$ cat config.mk
export PLATFORM = sky130hd
export DESIGN_NAME = spart_mmio_slave_flat
export DESIGN_NICKNAME = d
export VERILOG_FILES = /design/src/rtl/spart_mmio_slave_if.sv /design/src/rtl/spart_mmio_slave.sv /design/src/flat_wrapper.sv
export SDC_FILE = /design/constraint.sdc
export NUM_CORES = 1
export LEC_CHECK = 0
export ABC_AREA = 1
export BUFFER_PORTS_ARGS = -buffer_cell sky130_fd_sc_hd__buf_2
export CAP_MARGIN = 0
export CORE_MARGIN = 10
export CORE_UTILIZATION = 35
export DETAILED_ROUTE_END_ITERATION = 16
export GPL_TIMING_DRIVEN = 1
export PLACE_DENSITY_LB_ADDON = 0.1
export SLEW_MARGIN = 15
export SYNTH_ARGS = -nofsm -noshare
export SYNTH_HDL_FRONTEND = slang
export SYNTH_SLANG_ARGS = --single-unit
$ cat constraint.sdc
create_clock -name clk -period 2.3 [get_ports clk]
set_clock_uncertainty 0.15 [all_clocks]
set_input_delay 0.46 -clock clk [delete_from_list [all_inputs] [get_ports clk]]
set_output_delay 0.46 -clock clk [all_outputs]
set_load 0.01 [all_outputs]
$ cat src/rtl/spart_mmio_slave_if.sv
// rtl/spart_mmio_slave_if.sv - cache-side memory bus between master and SPART MMIO slave
interface spart_mmio_slave_if;
  logic        mem_valid;
  logic        mem_rw;
  logic [27:0] mem_addr;
  logic [31:0] mem_data_wr;
  logic [31:0] mem_data_rd;
  logic        mem_ready;

  modport master (
    output mem_valid, mem_rw, mem_addr, mem_data_wr,
    input  mem_data_rd, mem_ready
  );

  modport slave (
    input  mem_valid, mem_rw, mem_addr, mem_data_wr,
    output mem_data_rd, mem_ready
  );
endinterface

$ cat src/rtl/spart_mmio_slave.sv
// rtl/spart_mmio_slave.sv - MMIO slave with DATA/STATUS registers and RX/TX byte FIFOs for SPART
module spart_mmio_slave #(
  parameter int          FIFO_DEPTH  = 8,
  parameter int          ACK_DELAY   = 0,
  parameter logic [27:0] DATA_ADDR   = 28'h8000000,
  parameter logic [27:0] STATUS_ADDR = 28'h8000001
) (
  input  logic                 clk,
  input  logic                 rst,
  spart_mmio_slave_if.slave    bus,
  output logic [7:0]           tx_data,
  output logic                 tx_load,
  input  logic                 tx_busy,
  input  logic [7:0]           rx_data,
  input  logic                 rx_valid
);
  localparam int PW = (FIFO_DEPTH > 1) ? $clog2(FIFO_DEPTH) : 1;
  localparam int CW = $clog2(FIFO_DEPTH + 1);
  localparam int DW = $clog2(ACK_DELAY + 2);

  typedef enum logic [1:0] {ST_IDLE, ST_WAIT, ST_RESP, ST_RELEASE} state_t;

  state_t        state;
  logic [DW-1:0] cnt;
  logic [27:0]   addr_q;
  logic          rw_q;
  logic [7:0]    wdata_q;

  logic [7:0]    rx_mem [FIFO_DEPTH];
  logic [7:0]    tx_mem [FIFO_DEPTH];
  logic [PW-1:0] rx_wptr, rx_rptr, tx_wptr, tx_rptr;
  logic [CW-1:0] rx_count, tx_count;
  logic          rx_ovf, tx_ovf;

  logic unused_wdata_hi;
  assign unused_wdata_hi = ^bus.mem_data_wr[31:8];

  logic is_data, is_status, access;
  logic rx_full, rx_empty, tx_full, tx_empty;
  logic rx_pop, rx_push, rx_ovf_evt;
  logic tx_wr, tx_push, tx_ovf_evt, tx_pop, status_rd;
  logic [31:0] status_word;

  assign is_data    = (addr_q == DATA_ADDR);
  assign is_status  = (addr_q == STATUS_ADDR);
  assign access     = (state == ST_RESP);
  assign rx_full    = (rx_count == CW'(FIFO_DEPTH));
  assign rx_empty   = (rx_count == CW'(0));
  assign tx_full    = (tx_count == CW'(FIFO_DEPTH));
  assign tx_empty   = (tx_count == CW'(0));
  // A full RX still accepts a byte when the bus pops on the same edge
  assign rx_pop     = access && !rw_q && is_data && !rx_empty;
  assign rx_push    = rx_valid && (!rx_full || rx_pop);
  assign rx_ovf_evt = rx_valid && rx_full && !rx_pop;
  assign tx_wr      = access && rw_q && is_data;
  assign tx_push    = tx_wr && !tx_full;
  assign tx_ovf_evt = tx_wr && tx_full;
  assign tx_pop     = !tx_empty && !tx_busy && !tx_load;
  assign status_rd  = access && !rw_q && is_status;
  assign status_word = {20'b0, 4'(rx_count), 4'b0, tx_ovf, rx_ovf, !rx_empty, !tx_full};

  always_ff @(posedge clk) begin
    if (rx_push) rx_mem[rx_wptr] <= rx_data;
    if (tx_push) tx_mem[tx_wptr] <= wdata_q;
  end

  always_ff @(posedge clk) begin
    if (rst) begin
      state           <= ST_IDLE;
      cnt             <= '0;
      addr_q          <= '0;
      rw_q            <= 1'b0;
      wdata_q         <= '0;
      bus.mem_ready   <= 1'b0;
      bus.mem_data_rd <= '0;
      tx_load         <= 1'b0;
      tx_data         <= '0;
      rx_wptr         <= '0;
      rx_rptr         <= '0;
      tx_wptr         <= '0;
      tx_rptr         <= '0;
      rx_count        <= '0;
      tx_count        <= '0;
      rx_ovf          <= 1'b0;
      tx_ovf          <= 1'b0;
    end else begin
      tx_load <= tx_pop;
      if (tx_pop) tx_data <= tx_mem[tx_rptr];

      if (rx_push) rx_wptr <= rx_wptr + PW'(1);
      if (rx_pop)  rx_rptr <= rx_rptr + PW'(1);
      if (tx_push) tx_wptr <= tx_wptr + PW'(1);
      if (tx_pop)  tx_rptr <= tx_rptr + PW'(1);
      rx_count <= rx_count + CW'(rx_push) - CW'(rx_pop);
      tx_count <= tx_count + CW'(tx_push) - CW'(tx_pop);

      // A status read clears the sticky flags, but a same-edge event wins
      rx_ovf <= rx_ovf_evt || (rx_ovf && !status_rd);
      tx_ovf <= tx_ovf_evt || (tx_ovf && !status_rd);

      case (state)
        ST_IDLE: begin
          bus.mem_ready <= 1'b0;
          if (bus.mem_valid) begin
            addr_q  <= bus.mem_addr;
            rw_q    <= bus.mem_rw;
            wdata_q <= bus.mem_data_wr[7:0];
            cnt     <= DW'(ACK_DELAY);
            state   <= (ACK_DELAY > 0) ? ST_WAIT : ST_RESP;
          end
        end
        ST_WAIT: begin
          if (cnt == DW'(1)) begin
            cnt   <= '0;
            state <= ST_RESP;
          end else begin
            cnt <= cnt - DW'(1);
          end
        end
        ST_RESP: begin
          bus.mem_ready <= 1'b1;
          state         <= ST_RELEASE;
          if (!rw_q) begin
            if (is_data)
              bus.mem_data_rd <= {24'b0, rx_pop ? rx_mem[rx_rptr] : 8'h00};
            else if (is_status)
              bus.mem_data_rd <= status_word;
            else
              bus.mem_data_rd <= '0;
          end
        end
        default: begin
          bus.mem_ready <= 1'b0;
          if (!bus.mem_valid) state <= ST_IDLE;
        end
      endcase
    end
  end
endmodule

$ cat src/flat_wrapper.sv
// flat-port wrapper written by rule: the top's interface ports become plain ports
module spart_mmio_slave_flat 
#(
  parameter int          FIFO_DEPTH  = 8,
  parameter int          ACK_DELAY   = 0,
  parameter logic [27:0] DATA_ADDR   = 28'h8000000,
  parameter logic [27:0] STATUS_ADDR = 28'h8000001
)
  (clk, rst, tx_data, tx_load, tx_busy, rx_data, rx_valid, bus_mem_valid, bus_mem_rw, bus_mem_addr, bus_mem_data_wr, bus_mem_data_rd, bus_mem_ready);
  spart_mmio_slave_if bus_i ();
  input  logic clk;
  input  logic rst;
  output logic [7:0] tx_data;
  output logic tx_load;
  input  logic tx_busy;
  input  logic [7:0] rx_data;
  input  logic rx_valid;
  input wire logic [$bits(bus_i.mem_valid)-1:0] bus_mem_valid;
  input wire logic [$bits(bus_i.mem_rw)-1:0] bus_mem_rw;
  input wire logic [$bits(bus_i.mem_addr)-1:0] bus_mem_addr;
  input wire logic [$bits(bus_i.mem_data_wr)-1:0] bus_mem_data_wr;
  output wire logic [$bits(bus_i.mem_data_rd)-1:0] bus_mem_data_rd;
  output wire logic [$bits(bus_i.mem_ready)-1:0] bus_mem_ready;
  assign bus_i.mem_valid = bus_mem_valid;
  assign bus_i.mem_rw = bus_mem_rw;
  assign bus_i.mem_addr = bus_mem_addr;
  assign bus_i.mem_data_wr = bus_mem_data_wr;
  assign bus_mem_data_rd = bus_i.mem_data_rd;
  assign bus_mem_ready = bus_i.mem_ready;
  spart_mmio_slave #(.FIFO_DEPTH(FIFO_DEPTH), .ACK_DELAY(ACK_DELAY), .DATA_ADDR(DATA_ADDR), .STATUS_ADDR(STATUS_ADDR)) u_core (.clk(clk), .rst(rst), .bus(bus_i), .tx_data(tx_data), .tx_load(tx_load), .tx_busy(tx_busy), .rx_data(rx_data), .rx_valid(rx_valid));
endmodule
Word level (Yosys, flattened, before mapping)
Memories as Yosys holds them, arrays and structs flattened. A register that Yosys moved wholly into a read port is not among the register bits.
Index checks and enable logic that the tools add are counted.
{"block": "word_totals", "ff_bits": 96, "ramBits": 128, "inputBits": 74, "output_inout_bits": 42, "word_cells": 89, "n_memories": 2}
{"memory": "u_core.rx_mem", "words": 8, "word_bits": 8, "rd": 1, "rd_clocked_by_memory_dff": 1, "write_ports": 1, "line_no": "spart_mmio_slave.sv:29", "rtl": "logic [7:0] rx_mem [FIFO_DEPTH];"}
{"memory": "u_core.tx_mem", "words": 8, "word_bits": 8, "rd": 1, "rd_clocked_by_memory_dff": 1, "write_ports": 1, "line_no": "spart_mmio_slave.sv:30", "rtl": "logic [7:0] tx_mem [FIFO_DEPTH];"}
{"block": "op_classes", "n_addsub": 9, "eq_ne": 9, "n_mux": 17, "n_bitwise": 1, "reduce_logical": 35}
{"cell": "28-bit equality test, second input constant", "n": 2}
{"cell": "32-bit 2-to-1 mux", "n": 1}
{"cell": "1-bit logical AND", "n": 15}
{"cell": "3-bit by 1-bit adder with 3-bit output, second input constant", "n": 4}
{"cell": "12-bit 2-to-1 mux", "n": 1}
{"cell": "1-bit logical NOT", "n": 9}
{"cell": "4-bit by 1-bit adder with 4-bit output", "n": 2}
{"cell": "4-bit equality test, second input constant", "n": 2}
{"cell": "4-bit logical NOT", "n": 2}
{"cell": "8-bit 2-to-1 mux", "n": 1}
{"cell": "4-bit by 1-bit subtractor with 4-bit output", "n": 2}
{"cell": "1-bit 2-to-1 mux", "n": 6}
{"cell": "2-bit 2-to-1 mux", "n": 3}
{"cell": "3-bit 2-to-1 mux", "n": 2}
{"cell": "2-bit case mux with 3 select lines", "n": 1}
{"cell": "2-bit AND reduction", "n": 3}
{"cell": "4-bit by 1-bit != test with 1-bit output, second input constant", "n": 1}
{"cell": "1-bit case mux with 2 select lines", "n": 2}
{"cell": "1-bit logical OR", "n": 3}
{"cell": "3-bit AND reduction", "n": 1}
{"cell": "2-bit by 1-bit equality test with 1-bit output, second input constant", "n": 1}
{"cell": "2-bit equality test, second input constant", "n": 1}
{"cell": "2-bit logical NOT", "n": 1}
{"cell": "2-bit by 1-bit != test with 1-bit output, second input constant", "n": 1}
{"cell": "other kinds (4)", "n": 4}

Longest topological paths before layout
Gate-level depths: netlist of run 1.
{"block": "logic_depth", "word_depth": 8, "ltp_mapped": 16, "depth_no_buf": 15}

Least setup slack after synthesis of run 1
OpenSTA, ideal clock, no wires.
{"block": "synth_timing", "kind": "reg2reg", "startpoint": "register u_core.state[0]", "endpoint": "memory u_core.rx_mem[0][0], enable pin", "setup_time_ns": 0.383, "arrival_ns": 1.984, "required_ns": 1.767, "setup_slack_ns": -0.217, "stages_incl_launch_ff": 11, "path_buffers": 1, "period_less_slack_ns": 2.517, "cell_sequence": "dfxtp_1 inv_1 ha_1 inv_1 or2_0 buf_6 nor2_2 nand3_4 nand2_4 nand2_4 nor3_1"}
{"block": "synth_via", "elab_chain_len": 8}
{"item": "start, declared", "line_no": "spart_mmio_slave.sv:23", "rtl": "state_t state;"}
{"item": "start signal, assigned", "line_no": "spart_mmio_slave.sv:109", "rtl": "state <= (ACK_DELAY > 0) ? ST_WAIT : ST_RESP;"}
{"item": "2-bit equality test", "line_no": "spart_mmio_slave.sv:46", "rtl": "assign access = (state == ST_RESP);"}
{"item": "net u_core.access", "line_no": "spart_mmio_slave.sv:38", "rtl": "logic is_data, is_status, access;"}
{"item": "1-bit logical AND (3 in series)", "line_no": "spart_mmio_slave.sv:52", "rtl": "assign rx_pop = access && !rw_q && is_data && !rx_empty;"}
{"item": "1-bit logical OR", "line_no": "spart_mmio_slave.sv:53", "rtl": "assign rx_push = rx_valid && (!rx_full || rx_pop);"}
{"item": "1-bit logical AND", "line_no": "spart_mmio_slave.sv:53"}
{"item": "1-bit 2-to-1 mux", "line_no": "spart_mmio_slave.sv:63", "rtl": "if (rx_push) rx_mem[rx_wptr] <= rx_data;"}
{"item": "1-bit 2-to-1 mux (implied by the code)", "line_no": "spart_mmio_slave.sv:63"}
{"item": "end, declared", "line_no": "spart_mmio_slave.sv:29"}
The timed path passes the listed nets, and every way through them passes these cells.

Worst setup path in the final report of run 1
{"block": "layout_timing", "startpoint": "register u_core.state[0]", "endpoint": "register u_core.rx_count[1]"}
{"block": "layout_via", "elab_chain_len": 8}
{"item": "2-bit equality test (*)", "line_no": "spart_mmio_slave.sv:46"}
{"item": "net u_core.access", "line_no": "spart_mmio_slave.sv:38"}
{"item": "1-bit logical AND (*) (3 in series)", "line_no": "spart_mmio_slave.sv:52"}
{"item": "1-bit logical OR", "line_no": "spart_mmio_slave.sv:53"}
{"item": "1-bit logical AND", "line_no": "spart_mmio_slave.sv:53"}
{"item": "4-bit by 1-bit adder with 4-bit output", "line_no": "spart_mmio_slave.sv:94", "rtl": "rx_count <= rx_count + CW'(rx_push) - CW'(rx_pop);"}
{"item": "4-bit by 1-bit subtractor with 4-bit output (*)", "line_no": "spart_mmio_slave.sv:94"}
{"item": "end signal, assigned", "line_no": "spart_mmio_slave.sv:94"}
{"item": "end, declared", "line_no": "spart_mmio_slave.sv:32", "rtl": "logic [CW-1:0] rx_count, tx_count;"}
Mark *: on every way through the listed nets, which the timed path passes. The rest lies on a longest branch.
A chain may end at the register's enable or synchronous reset.

==> key figures, run 1 <==
Pwr
  – Leak Pwr: roughly 4.3 nW
  – Power per Cell Area: 1030 nW/µm²
  – VDD IR max: 0.604 mV

GRT
  – Global route overflow: 0
  – First-pass GRT wire length: 33.4 mm
  – Vias in the first global route: 6314
  – Initial antenna violation count: 0
  – Largest net degree at the start of global routing: 55
  – Tot GR Track Use: 12.3%

Yosys
  – Synth cell types: 42
  – Area fraction in compound gates after synthesis: roughly an eighth
  – Syn. warnings: 0
  – Simple-gate share of the synthesized area: 15.5%
  – Combinational family with the most area after synthesis: simple AND/OR/NAND/NOR gates
  – Sequential area share after synthesis: 61.8%
  – Synthesized cell area: 9040 µm²
  – Post-Synth XOR/XNOR Area: 0.388%
  – Area contributors post-synth: edfxtp_1 43%, dfxtp_1 19%, nor2_1 5.3%
  – Synth async-reset ratio: 0%
  – Synth top area share: 42.5%
  – Post-synthesis mux area share: 0%
  – Cells after synthesis: 895
  – Average instance area after synthesis: 10.1 µm²
  – Yosys reg bits: 215
  – Number of synthesized flops with an enable pin: 128
  – Synth top cells by count: 128 x edfxtp_1, 128 x nor2_1, 124 x nand2_1
  – Synth Flop Type: edfxtp_1
  – Area leader, netlist: edfxtp_1
  – Adder-Cell Fraction of Synth Area: 3.21%

Finish
  – Final nets: 1111
  – Layout area overhead: 21.2%
  – Layout cells sized above 1: approximately 23%
  – Inserted Diodes: 0

Worst hold path
  – Hold WC Path Type: in2reg

STA
  – Post-layout min period: 2250 ps
  – Sum Neg Setup Slack: 0 ps
  – Tightest Pin Transition: 662 ps
  – Crit share post-route: 97.7%
  – Fmax: 445 MHz
  – Hold_ws: about 57 ps
  – Final Hold Fails: 0
  – Max Slew Vio Count: 0
  – RSZ-0062 raised after global routing: true
  – Worst slew margin: 55.8%
  – # setup viols final: 0

Setup path
  – Crit path DAT: 2480 ps
  – Critical-path top delay cell: fa_2
  – CP delay by family, top: adder cells
  – CP Max Fanout: 4
  – Worst Setup End Kind: flip-flop
  – Largest stage delay, worst path: about 510 ps
  – Buf+Inv Stages, Crit Path: 4
  – Most used cell, CP: inv_2
  – Critical Path RT: 2530 ps
  – Crit path launch type: flip-flop
  – Critical path type: reg2reg
  – Cell Chain, Critical Path: inv_2, ha_4, inv_2, or2_4, nor2_4, nand3_4, nor2_4, inv_2, nand2_2, ha_4, inv_2, fa_2, nor2_1

Floorplanning
  – Core Rows: between 50 and 60
  – Initial Utilization: 35.7%
  – Die width: approximately 180 µm
  – Die Ht: ~180 µm
  – Die area: 32600 µm²
  – Core area: 25300 µm²
  – Top Ports: 116

Clock network
  – Worst skew pair latency: 500 ps
  – Cts hold-fix bufs: 0
  – CTS root buf: clkbuf_16
  – Sink Count: 215
  – CTS clk-pin slew, worst paths: 60 ps
  – CTS tree: done
  – CTS Buf Count: 25
  – Clock buffer depth: 3
  – # H-tree levels: 1

Route
  – First-pass detailed-route iteration total: 4
  – Antenna-violating nets left: 0
  – Vias per Instance: 4.62
  – Final WL: 20.6 mm
  – Highest metal used: met4
  – Average routed wire per standard cell: 15.1 µm
  – Met2 WL: 9.25 mm
  – Vias: 6295
  – Met3 routed WL: approximately 1.3 mm
  – DR iter-0 viols: about 250
  – DRC errors left: 0
  – WL met1: 9.75 mm

Place
  – Gpl congestion: 0.731
  – I/O Buffers: 71
  – Detail Placement HPWL: around 14 mm

Status
  – Outcome: completed

Flow run
  – Max cap viols: 0
==> worst paths after layout <==
path	end	depth (start not counted)	slack, ps	start
worst max-delay path	u_core.rx_count[1]	13	50	u_core.state[0]
worst min-delay path	u_core.wdata_q[0]	3	60	bus_mem_data_wr[0]
worst max register to register	u_core.rx_count[1]	13	50	u_core.state[0]
worst min register to register	u_core.addr_q[15]	2	300	u_core.addr_q[15]
==> where the power goes <==
| group | switching (mW) | internal [mW] |
|---|---|---|
| clock | 1.46 | 2.14 |
| sequential | 0.266 | 4.60 |
| combinational | 1.71 | 1.12 |
| total | 3.44 | 7.85 |
==> worst register-to-register path: cells and delay by family (launching register included) <==
family / cells / cell delay [ps]
buffers and inverters: 4 / 190
AND/OR/NAND/NOR: 6 / 720
flip-flops: 1 / 320
adder cells (fa/ha/maj): 3 / 760
==> cells in the final DEF (no fill, tap or decap), types with 4 or more instances in the layout <==
cell / n
a21oi_1: 68
a21oi_2: 7
a22o_1: 8
buf_2: 71
buf_4: 57
buf_6: 7
clkbuf_1: 8
clkbuf_16: 25
clkinv_1: 7
conb_1: 20
dfxtp_1: 84
edfxtp_1: 128
ha_1: 17
inv_1: 58
inv_2: 12
nand2_1: 116
nand2_2: 9
nand2_4: 4
nand3_1: 27
nand3_2: 8
nand3b_1: 4
nor2_1: 121
nor2_2: 6
nor2_4: 6
nor3_1: 6
o211ai_1: 16
o21ai_0: 94
==> timing repair <==
| action | CTS | global route |
|---|---|---|
| resized for setup | 3 | 42 |
| endpoints found under the hold margin | 0 | 0 |
| pin swaps | 2 | 21 |
| setup endpoints to repair | 3 | 109 |
| setup buffers | 0 | 4 |
==> final cells by class <==
class	instances	area, µm²
clock buffers	34	669
clock inverters	11	75.1
fillers	2476	14400
inverters	71	268
multi-input cells	566	3060
flip-flops and latches	215	5590
well taps	330	413
repair buffers	136	882
==> stage by stage <==
stage / power, mW / instance area, µm² / utilization, % / worst slack [ps] / instances
detailed placement: 7.70 / 10000 / 39.6 / -73.4 / 1314
CTS: 11.4 / 10800 / 42.6 / -3.12 / 1359
global route: 12.0 / 11000 / 43.3 / -83.2 / 1363
finish: 11.3 / 11000 / 43.3 / 52.2 / 1363
floorplan: 6.69 / 9140 / - / -138 / 914
global placement: 7.67 / 10000 / 39.6 / -61.0 / 1314
==> state kept, by name (all words and copies together) (netlist names), 2 cells and up, named ones only <==
register / flops
u_core.rx_mem: 64
u_core.tx_mem: 64
u_core.addr_q: 28
u_core.bus.mem_data_rd: 12
u_core.tx_data: 8
u_core.wdata_q: 8
u_core.rx_count: 4
u_core.tx_count: 4
u_core.rx_rptr: 3
u_core.rx_wptr: 3
u_core.tx_rptr: 3
u_core.tx_wptr: 3
u_core.state: 2
==> logic make-up (layout without fill, tap and decap cells) <==
| logic type | Yosys count | count (layout) |
|---|---|---|
| xor gates and xnor gates | 4 | 4 |
| and+or+nand+nor | 320 | 320 |
| buffers and inverters | 133 | 252 |
| AOI/OAI and AO/OA | 200 | 200 |
| adders and majority gates | 22 | 22 |
| DFF | 215 | 215 |
| other | 1 | 20 |
==> per-layer routing <==
| metal | global-route usage, % | up-vias |
|---|---|---|
| met4 | 2.99 | 0 |
| li1 | - | 3240 |
| met1 | 16.8 | 2918 |
| met5 | 0 | - |
| met2 | 18.9 | 120 |
| met3 | 3.15 | 17 |
Power figures use the tool's default switching activity.
==> run 2, diff against run 1 <==
==> constraint.sdc (replaced) <==
create_clock -name clk -period 2.2 [get_ports clk]
set_clock_uncertainty 0.15 [all_clocks]
set_input_delay 0.44 -clock clk [delete_from_list [all_inputs] [get_ports clk]]
set_output_delay 0.44 -clock clk [all_outputs]
set_load 0.01 [all_outputs]
==> run 2 against run 1 <==
The flow now finishes with violations (setup timing). Combinational power up 13%. First-iteration DRC count up 29%. Via count up 0.41%. Sequential power up 4.5%. Hold slack worse by 23 ps. Flip-flop and latch count unchanged. Register-to-register slack worse by 140 ps. Final area up 3.7%. Power up 9.2%. Setup slack worse by 140 ps.
==> key figures, run 2 (synthesis results as in run 1) <==
STA
  – Max Slew Vio Count: 0 (unchanged)
  – RSZ-0062 raised after global routing: true
  – Tightest Pin Transition: 528 ps (-134 ps)
  – # setup viols final: 17 (+17)
  – Worst slew margin: 64.8% (+9.0 points)
  – Fmax: 436 MHz (-2.0%)
  – Final Hold Fails: 0 (unchanged)
  – Crit share post-route: 104% (+6.5 points)
  – Final worst slack: -92.7 ps (-145 ps)
  – Post-layout min period: 2290 ps (+44.9 ps)
  – Hold_ws: 34.7 ps (-22.6 ps)
  – Sum Neg Setup Slack: -498 ps (-498 ps)

Floorplanning
  – Top Ports: 116 (unchanged)
  – Core area: 25300 µm² (unchanged)
  – Initial Utilization: 35.7% (unchanged)
  – Core Rows: 58 (unchanged)
  – Die area: 32600 µm² (unchanged)
  – Die Ht: 181 µm (unchanged)
  – Die width: 181 µm (unchanged)

Route
  – First-pass detailed-route iteration total: 4 (unchanged)
  – Average routed wire per standard cell: 14.5 µm (-3.7%)
  – Final WL: 20.2 mm (-1.9%)
  – Antenna-violating nets left: 0 (unchanged)
  – DR iter-0 viols: 324 (+29%)
  – Vias: 6321 (+0.41%)
  – DRC errors left: 0 (unchanged)
  – Vias per Instance: 4.55 (-1.4%)

Clock network
  – CTS tree: done
  – CTS clk-pin slew, worst paths: 60 ps (about the same)
  – # H-tree levels: 1 (unchanged)
  – Cts hold-fix bufs: 0 (unchanged)
  – Worst skew pair latency: 500 ps (about the same)
  – Clock buffer depth: 3 (unchanged)
  – Sink Count: 215 (unchanged)
  – CTS root buf: clkbuf_16
  – CTS Buf Count: 25 (unchanged)

Place
  – Pre-CTS setup slack: -139 ps (-66.1 ps)
  – Detail Placement HPWL: 13.9 mm (-1.2%)
  – Gpl congestion: 0.731 (about the same)
  – I/O Buffers: 71 (unchanged)

Finish
  – Inserted Diodes: 0 (unchanged)
  – Layout area overhead: 25.7%
  – Largest regs: u_core.rx_mem: 64 flops, u_core.tx_mem: 64 flops, u_core.addr_q: 28 flops
  – Most common cell after layout, fill and taps aside: edfxtp_1
  – Fillers: 2460 (-0.65%)
  – Util after Layout: 44.9% (+1.6 points)
  – Footprint of the multi-input gates: 3120 µm² (+2.0%)
  – Layout cells sized above 1: 25.9% (+3.1 points)
  – FF/Latch Area: 5590 µm² (about the same)
  – Most frequent cells in the layout: 128 x edfxtp_1, 119 x nand2_1, 116 x nor2_1
  – Final nets: 1136 (+2.3%)

Setup path
  – CP delay by family, top: adder cells
  – CP Launch Point: u_core.state[0]
  – Critical path type: reg2reg
  – Crit path DAT: 2530 ps (+50 ps)
  – Cell Chain, Critical Path: inv_2, ha_4, inv_2, or2_4, nor2_4, nand3_4, nor2_4, inv_2, nand2_2, ha_4, inv_2, fa_2, nor2_1
  – Crit path launch type: flip-flop
  – Reg2reg start: u_core.state[0]
  – CP Max Fanout: 4 (unchanged)
  – Most used cell, CP: inv_2
  – Worst Setup End Kind: flip-flop
  – Critical Path RT: 2440 ps (-90 ps)
  – Buf+Inv Stages, Crit Path: 4 (unchanged)
  – Critical-path top delay cell: fa_2
  – Largest stage delay, worst path: 510 ps (about the same)

GRT
  – Initial antenna violation count: 0 (unchanged)
  – Vias in the first global route: 6350 (+0.57%)
  – Tot GR Track Use: 12.0% (-0.26 points)
  – Global route overflow: 0 (unchanged)
  – First-pass GRT wire length: 32.8 mm (-1.7%)
  – Largest net degree at the start of global routing: 46 (-16%)

Pwr
  – VDD IR max: 0.523 mV (-13%)
  – Leak Pwr: 4.48 nW (+3.4%)
  – Power per Cell Area: 1090 nW/µm² (+5.3%)

Worst hold path
  – Hold_sp: bus_mem_data_wr[6]
  – Hold WC Path Type: in2reg

Status
  – Outcome: complete, but fails checks
  – Failing checks: setup timing

Flow run
  – Max cap viols: 0 (unchanged)
## run 2: cell count changes in the layout (fill, tap and decap cells not counted), moves of 3 or more
cell / delta
clkbuf_1: -5
clkinv_1: -5
buf_4: +11
clkinv_2: +6
buf_12: +4
inv_2: -7
nor2_1: -5
nor3_1: -3
inv_1: +6
buf_6: +10
nor2_2: +4
nand2_1: +3
## run 2: timing repair
item,in CTS,in global routing
gates resized for setup,7,42
setup endpoints to repair,132,134
setup buffers,1,7
pin swaps,3,13
## run 2: final timing paths
check	slack [ps]	endpoint	cells past startpoint
max	-90	u_core.rx_count[1]	13
min	30	u_core.wdata_q[6]	3
max reg2reg	-90	u_core.rx_count[1]	13
min reg2reg	300	u_core.addr_q[9]	2
## run 2: area by class of cell
class | instances | share of cell area, %
sequential | 215 | 49.2
multi-input combinational | 566 | 27.5
timing repair buffer | 161 | 10.2
clock buffer | 29 | 5.73
tap | 330 | 3.63
inverter | 71 | 2.38
clock inverter | 16 | 1.42
## run 2: metrics by stage
stage,total power [mW],instance area [µm²],instances
floorplan,7.03,9200,914
CTS,12.4,11200,1382
detailed placement,8.27,10300,1336
global placement,8.24,10300,1336
global route,13.2,11400,1388
finish,12.3,11400,1388
## run 2: tightest hold or removal path: cells and delay by family
kind	cells	cell delay [ps]
compound gates	1	70
buf+inv	1	70
simple gates	1	70
## run 2: power breakdown
part / total (mW) / internal [mW] / switching [mW]
logic: 3.20 / 1.35 / 1.85
clock network: 4.05 / 2.46 / 1.59
registers: 5.08 / 4.80 / 0.277
total: 12.3 / 8.62 / 3.72
## run 2: layer usage
metal,track usage [%],up-vias,wire (µm)
li1,-,3291,-
met1,16.1,2892,9760
met2,19.2,115,9120
met3,2.69,23,975
met4,2.95,0,332
met5,0,-,0
